--- src/rtl/cla_seq_adder.sv ---
// Sequential adder/subtractor: one 4-bit carry-lookahead slice is processed
// per clock, and the result is presented through a valid/ready handshake.
module cla_seq_adder #(
  parameter int unsigned WIDTH = 16
) (
  input  logic             clk,
  input  logic             rst_n,
  input  logic             in_valid,
  output logic             in_ready,
  input  logic [WIDTH-1:0] a,
  input  logic [WIDTH-1:0] b,
  input  logic             cin,
  input  logic             sub,
  output logic             out_valid,
  input  logic             out_ready,
  output logic [WIDTH-1:0] sum,
  output logic             cout,
  output logic             ovf,
  output logic             busy
);

  localparam int unsigned NSLICE = WIDTH / 4;
  localparam int unsigned IDXW   = (NSLICE > 1) ? $clog2(NSLICE) : 1;

  typedef enum logic [1:0] {
    IDLE = 2'd0,
    RUN  = 2'd1,
    DONE = 2'd2
  } state_e;

  state_e            state_q;
  logic [WIDTH-1:0]  opa_q;
  logic [WIDTH-1:0]  opb_q;
  logic              carry_q;
  logic [IDXW-1:0]   idx_q;
  logic [WIDTH-1:0]  sum_q;
  logic              cout_q;
  logic              ovf_q;

  logic              accept_c;
  logic              last_c;
  logic [3:0]        sa_c;
  logic [3:0]        sb_c;
  logic [3:0]        g_c;
  logic [3:0]        p_c;
  logic [4:0]        c_c;
  logic [3:0]        s_c;
  logic [WIDTH-1:0]  sum_d;

  assign in_ready  = (state_q == IDLE) | ((state_q == DONE) & out_ready);
  assign accept_c  = in_valid & in_ready;
  assign last_c    = (idx_q == IDXW'(NSLICE - 1));
  assign out_valid = (state_q == DONE);
  assign busy      = (state_q == RUN);
  assign sum       = sum_q;
  assign cout      = cout_q;
  assign ovf       = ovf_q;

  // Select the active slice, flatten its carries, and merge it into the sum
  always_comb begin
    sa_c  = 4'd0;
    sb_c  = 4'd0;
    for (int j = 0; j < int'(NSLICE); j++) begin
      if (idx_q == IDXW'(j)) begin
        sa_c = opa_q[4*j +: 4];
        sb_c = opb_q[4*j +: 4];
      end
    end
    g_c    = sa_c & sb_c;
    p_c    = sa_c ^ sb_c;
    c_c[0] = carry_q;
    c_c[1] = g_c[0] | (p_c[0] & carry_q);
    c_c[2] = g_c[1] | (p_c[1] & g_c[0]) | (p_c[1] & p_c[0] & carry_q);
    c_c[3] = g_c[2] | (p_c[2] & g_c[1]) | (p_c[2] & p_c[1] & g_c[0])
           | (p_c[2] & p_c[1] & p_c[0] & carry_q);
    c_c[4] = g_c[3] | (p_c[3] & g_c[2]) | (p_c[3] & p_c[2] & g_c[1])
           | (p_c[3] & p_c[2] & p_c[1] & g_c[0])
           | (p_c[3] & p_c[2] & p_c[1] & p_c[0] & carry_q);
    s_c    = p_c ^ c_c[3:0];
    sum_d  = sum_q;
    for (int j = 0; j < int'(NSLICE); j++) begin
      if (idx_q == IDXW'(j)) begin
        sum_d[4*j +: 4] = s_c;
      end
    end
  end

  // Control FSM and datapath registers; subtract is folded into operand capture
  always_ff @(posedge clk or negedge rst_n) begin
    if (!rst_n) begin
      state_q <= IDLE;
      opa_q   <= '0;
      opb_q   <= '0;
      carry_q <= 1'b0;
      idx_q   <= '0;
      sum_q   <= '0;
      cout_q  <= 1'b0;
      ovf_q   <= 1'b0;
    end else if (accept_c) begin
      state_q <= RUN;
      opa_q   <= a;
      opb_q   <= sub ? ~b : b;
      carry_q <= sub ? ~cin : cin;
      idx_q   <= '0;
    end else begin
      case (state_q)
        RUN: begin
          sum_q   <= sum_d;
          carry_q <= c_c[4];
          idx_q   <= idx_q + IDXW'(1);
          if (last_c) begin
            state_q <= DONE;
            cout_q  <= c_c[4];
            ovf_q   <= c_c[3] ^ c_c[4];
          end
        end
        DONE: begin
          if (out_ready) begin
            state_q <= IDLE;
          end
        end
        default: state_q <= IDLE;
      endcase
    end
  end

endmodule

--- config.mk ---
export PLATFORM = sky130hd
export DESIGN_NAME = cla_seq_adder
export DESIGN_NICKNAME = d
export VERILOG_FILES = /design/src/rtl/cla_seq_adder.sv
export SDC_FILE = /design/constraint.sdc
export NUM_CORES = 1
export LEC_CHECK = 0
export ABC_AREA = 1
export CAP_MARGIN = 10
export CORE_MARGIN = 3
export CORE_UTILIZATION = 30
export DETAILED_ROUTE_END_ITERATION = 8
export SYNTH_ARGS = -nofsm -noshare
export SYNTH_HDL_FRONTEND = slang
export SYNTH_SLANG_ARGS = --single-unit
--- constraint.sdc ---
create_clock -name clk -period 4.8 [get_ports clk]
set_input_delay 0.72 -clock clk [delete_from_list [all_inputs] [get_ports clk]]
set_output_delay 0.72 -clock clk [all_outputs]
set_load 0.005 [all_outputs]
After elaboration in Yosys (flattened, before gate mapping)

Index checks and enable logic that the tools add are counted.

Eq/ne operators: 7
Muxes and demuxes: 18
Reduce and logical (&&, ||, !) cells: 8
Add/sub/neg operators: 1
Bitwise logic cells: 36

Operators by type and width:

| cell                  | number |
|---|---|
| $mux W4               | 8 |
| $and A1 B1 Y1         | 18 |
| $mux W16              | 1 |
| $not A16 Y16          | 1 |
| $reduce_and A3 Y1     | 4 |
| $or A1 B1 Y1          | 11 |
| $mux W2               | 5 |
| $xor A4 B4 Y4         | 2 |
| $eq A2 B2 Y1 const B  | 3 |
| $ne A3 B1 Y1 const B  | 2 |
| $and A4 B4 Y4         | 1 |
| $eq A2 B1 Y1 const B  | 2 |
| $logic_not A2 Y1      | 2 |
| $pmux W2 S2           | 1 |
| $mux W1               | 3 |
| $add A2 B1 Y2 const B | 1 |
| $not A1 Y1            | 2 |
| $reduce_and A2 Y1     | 1 |
| $reduce_bool A2 Y1    | 1 |
| $xor A1 B1 Y1         | 1 |

Register bits after elaboration: 55
Output and inout port bits: 21
Logic and storage cells: 81
Input port bits: 38

Longest topological paths before layout

Word-level depth: 13
Depth in mapped cells: 16

Worst setup path after synthesis

Ideal clock, no wire load.

Path kind: register to register
From: register idx_q[0]
To: register sum_q[10], in the netlist sum[10]
Slack: 2.477 ns
Arrival: 2.193 ns
Stages on the path, launching flop included: 12
Buffers on the path: 1
Required time: 4.669 ns
Cells stage by stage: dfrtp_1 -> inv_1 -> ha_1 -> inv_1 -> buf_2 -> o21ai_0 -> o21ai_0 -> ha_1 -> nand3_1 -> nand3_1 -> xnor2_1 -> o21ai_1

Cells in the longest elaborated chain, start to end: 10
Elaborated cells on any way between the ends: 21

Ends and longest elaborated chain:

| item                                           | RTL line | text |
|---|---|---|
| start: declaration                             | 35       | `logic [IDXW-1:0] idx_q;` |
| start signal: assignment                       | 110      | `idx_q <= idx_q + IDXW'(1);` |
| $logic_not A2 Y1                               | 64       | `if (idx_q == IDXW'(j)) begin` |
| $mux W4 (4 in a row)                           | 64       |  |
| $xor A4 B4 Y4 or $and A4 B4 Y4 (tied branches) | 70, 69   |  |
| $and A1 B1 Y1                                  | 73       | `c_c[2] = g_c[1] \| (p_c[1] & g_c[0]) \| (p_c[1] & p_c[0] & carry_q);` |
| $or A1 B1 Y1 or $and A1 B1 Y1 (tied branches)  | 73       |  |
| $or A1 B1 Y1                                   | 73       |  |
| $xor A4 B4 Y4                                  | 79       | `s_c = p_c ^ c_c[3:0];` |
| end signal: assignment                         | 108      | `sum_q <= sum_d;` |
| end: declaration                               | 36       | `logic [WIDTH-1:0] sum_q;` |

Parallel ways exist; a longest one is shown, timed or not.
A chain may end at the register's enable or synchronous reset.

Worst setup path after layout

From: input port out_ready
To: output port in_ready

Cells in the longest elaborated chain, start to end: 2

Ends and longest elaborated chain:

| item               | RTL line | text |
|---|---|---|
| start: declaration | 15       | `input logic out_ready,` |
| $and A1 B1 Y1      | 50       | `assign in_ready = (state_q == IDLE) \| ((state_q == DONE) & out_ready);` |
| $or A1 B1 Y1       | 50       |  |
| end: declaration   | 9        | `output logic in_ready,` |

No other way between the ends.

==> reports/metrics.yaml <==
detailed_routing:
  drtAntennaViolNets: 0
  routedWlPerCell_um: 11.96
  first_pass_iters: 4
  num_vias: 2174
  postRouteWirelength_um: 6090
  viasPerCell: 4.271
  initialDrtViolationCount: 88
  drc: 0
setup_path:
  cp-end-kind: "output port"
  critical_path.slowest_cell: "clkdlybuf4s50_1"
  crit_path_start_kind: "input port"
  critPathMaxStageDelay_ns: 0.53
  worstPathCellList: "clkdlybuf4s50_1, nor2_2, nor2_4, clkdlybuf4s50_1"
  critical_path_class: "in2out"
  worst_path_most_repeated_cell: "clkdlybuf4s50_1"
  cp.required_ns: 4.08
  crit_path_max_fanout: 2
  arrival_ns: 1.97
power:
  vdd.ir_drop.worst_mv: 0.2618
  total_leakage_power_nw: 1.694
  power-per-cell-area_nw_per_um2: 713.0
sta:
  finalSetupViolCount: 0
  accumulated_negative_setup_slack_ns: 0
  skew_ns: 0.008334
  final_hold_viol_count: 0
  period_share_pct: 55.96
  max_freq_mhz: 372.3
  pin_slew_with_the_least_headroom_to_its_limit_ns: 0.8871
  fin_crit_ns: 2.686
  maxSlewHeadroom_pct: 40.67
  slew_viol_final: 0
  postLayoutSetupSlackWorst_ns: 2.114
  grt_setup_unrepaired: "false"
min_path:
  min_path_type: "reg2reg"
clock_tree:
  cts-root-buf: "clkbuf_8"
  cts_tree: "yes"
  cts-buffers-inserted: 5
  cts-hold-fix-buffers: 0
  cts_setup_buffers: 0
  ctsLongestPathBuffers: 2
  cts.sinks: 55
  worst_setup_hold_path_clk_slew_ns: 0.09
  clkLatencyLatePin_ns: 0.31
  htree_num_levels: 2
  post_cts.resized_instances: 0
placed_design:
  detailed_place_hpwl_um: 4733
  worst_slack_at_placement_ns: 2.099
  port_buffer_count: 58
  globalplace.congestion: 0.7985
floorplan:
  die_height_um: 103.7
  dieArea_um2: 10750
  io_pins: 59
  initial_utilization_pct: 30.97
  die_w_um: 103.7
  rows: 35
  coreArea_um2: 9240
job:
  max_cap_viol_count: 0
synthesis:
  netlist-cell-type-count: 29
  synth_largest_area_cell: "dfrtp_1"
  post_synth_main_area_contributors: "dfrtp_1, nand2_1, xnor2_1"
  seq_area_frac_synth_pct: 48.10
  yosys_reg_bits: 55
  synth_top_area_share_pct: 48.10
  syn_area_um2: 2861
  post_synthesis_mean_instance_area_um2: 8.832
  synth.net_count: 371
  yosysWarningCount: 0
  postSynthCellCount: 324
outcome:
  outcome: "complete, no violations"
cells_and_area:
  fillCellCount: 948
  area_growth_syn_to_layout_pct: 27.02
  fraction_of_layout_instances_using_a_drive_strength_above_1_pct: 10.00
  finalNetCount: 426
  antenna-diode-count: 0
global_route:
  wire_length_of_the_first_global_routing_pass_um: 10300
  grt_max_degree: 56
  grt_overflow_total: 0
  first_global_vias: 2126
  grt_util_all_layers_pct: 11.66
  antenna_violations_before_repair: 0
-- layout make-up --
class	count	area, µm²	area share, %
clock buffer	6	72.57	1.997
clock inverter	2	60.06	1.652
inverter	20	82.58	2.272
multi-input combinational	238	1299	35.73
sequential	55	1376	37.87
tap	129	161.4	4.441
timing repair buffer	59	583.1	16.04
-- flip-flops by register name, indices dropped and copies added, names as in the netlist --
register / flops
carry_q: 1
cout: 1
idx_q: 2
opa_q: 16
opb_q: 16
ovf: 1
state_q: 2
sum: 16
-- Yosys cell counts --
master,instances
nand2_1,128
buf_6,5
xor2_1,2
inv_6,1
nor2_4,5
o211ai_2,1
xnor2_1,17
o21ai_2,11
buf_4,3
a31oi_1,1
nor2_8,1
o21ai_0,12
inv_1,13
buf_8,1
nor2_1,7
fa_1,1
buf_2,2
nand3_1,15
ha_1,8
o31ai_1,1
inv_4,1
nand2_8,1
a21o_1,1
dfrtp_1,55
nor2_2,1
o21ai_1,15
inv_2,5
nand2_4,2
a21oi_1,8
-- power breakdown --
group	internal [W]	leakage, nW	switching, W
registers	0.000686	0.686	0.000142
logic	0.000569	0.943	0.000838
clock network	0.000208	0.0654	0.000148
-- metrics by stage --
stage | cells | power (W) | utilization [%] | hold WS (ns) | instance area (µm²)
3_5_place_dp | 501 | 0.002270 | 37.90 | 0.4616 | 3502
6_report | 509 | 0.002592 | 39.34 | 0.4831 | 3635
2_1_floorplan | 324 | 0.001832 | - | 0.4244 | 2861
3_3_place_gp | 501 | 0.002237 | 37.90 | 0.4564 | 3502
5_1_grt | 509 | 0.002857 | 39.34 | 0.5136 | 3635
4_1_cts | 509 | 0.002628 | 39.34 | 0.4852 | 3635
-- metal layers --
metal	wire length (µm)	GRT usage, %	up-vias	part of all wire (%)
li1	-	-	1131	-
met1	2921	15.55	986	48
met2	2828	18.88	52	46
met3	281	2.617	5	4.6
met4	58	3.704	0	0.95
met5	0	0	-	0
-- final timing paths --
check / slack, ns / to / startpoint / depth (start not counted)
worst max register to register: 2.16 / sum[6] / idx_q[1] / 12
worst min register to register: 0.48 / sum[13] / sum[13] / 2
min in group asynchronous: 0.53 / ovf / rst_n / 2
max in group asynchronous: 3.80 / opb_q[9] / rst_n / 2
worst min-delay path: 0.48 / sum[13] / sum[13] / 2
worst max-delay path: 2.11 / in_ready / out_ready / 4
-- worst max-delay path: cells and delay by family --
family,cells,cell delay [ns]
buffers and inverters,2,1.04
AND/OR/NAND/NOR,2,0.22
-- cell families after synthesis --
family                   count (synthesis)  synth area share, %
buffers and inverters                   31                6.515
XOR/XNOR                                19                5.815
AND/OR/NAND/NOR                        160                24.70
flip-flops                              55                48.10
adder cells (fa/ha/maj)                  9                4.198
AO/OA/AOI/OAI                           50                10.67
-- placed cells by master (no fill, tap or decap), types with 7 or more instances in the layout --
cell             netlist  final
o21ai_1               15     15
a21oi_1                8      8
clkdlybuf4s50_1        0     57
nand3_1               15     15
ha_1                   8      8
dfrtp_1               55     55
o21ai_0               12     12
xnor2_1               17     17
nand2_1              128    128
inv_1                 13     13
o21ai_2               11     11
nor2_1                 7      7
Power figures use the tool's default switching activity.
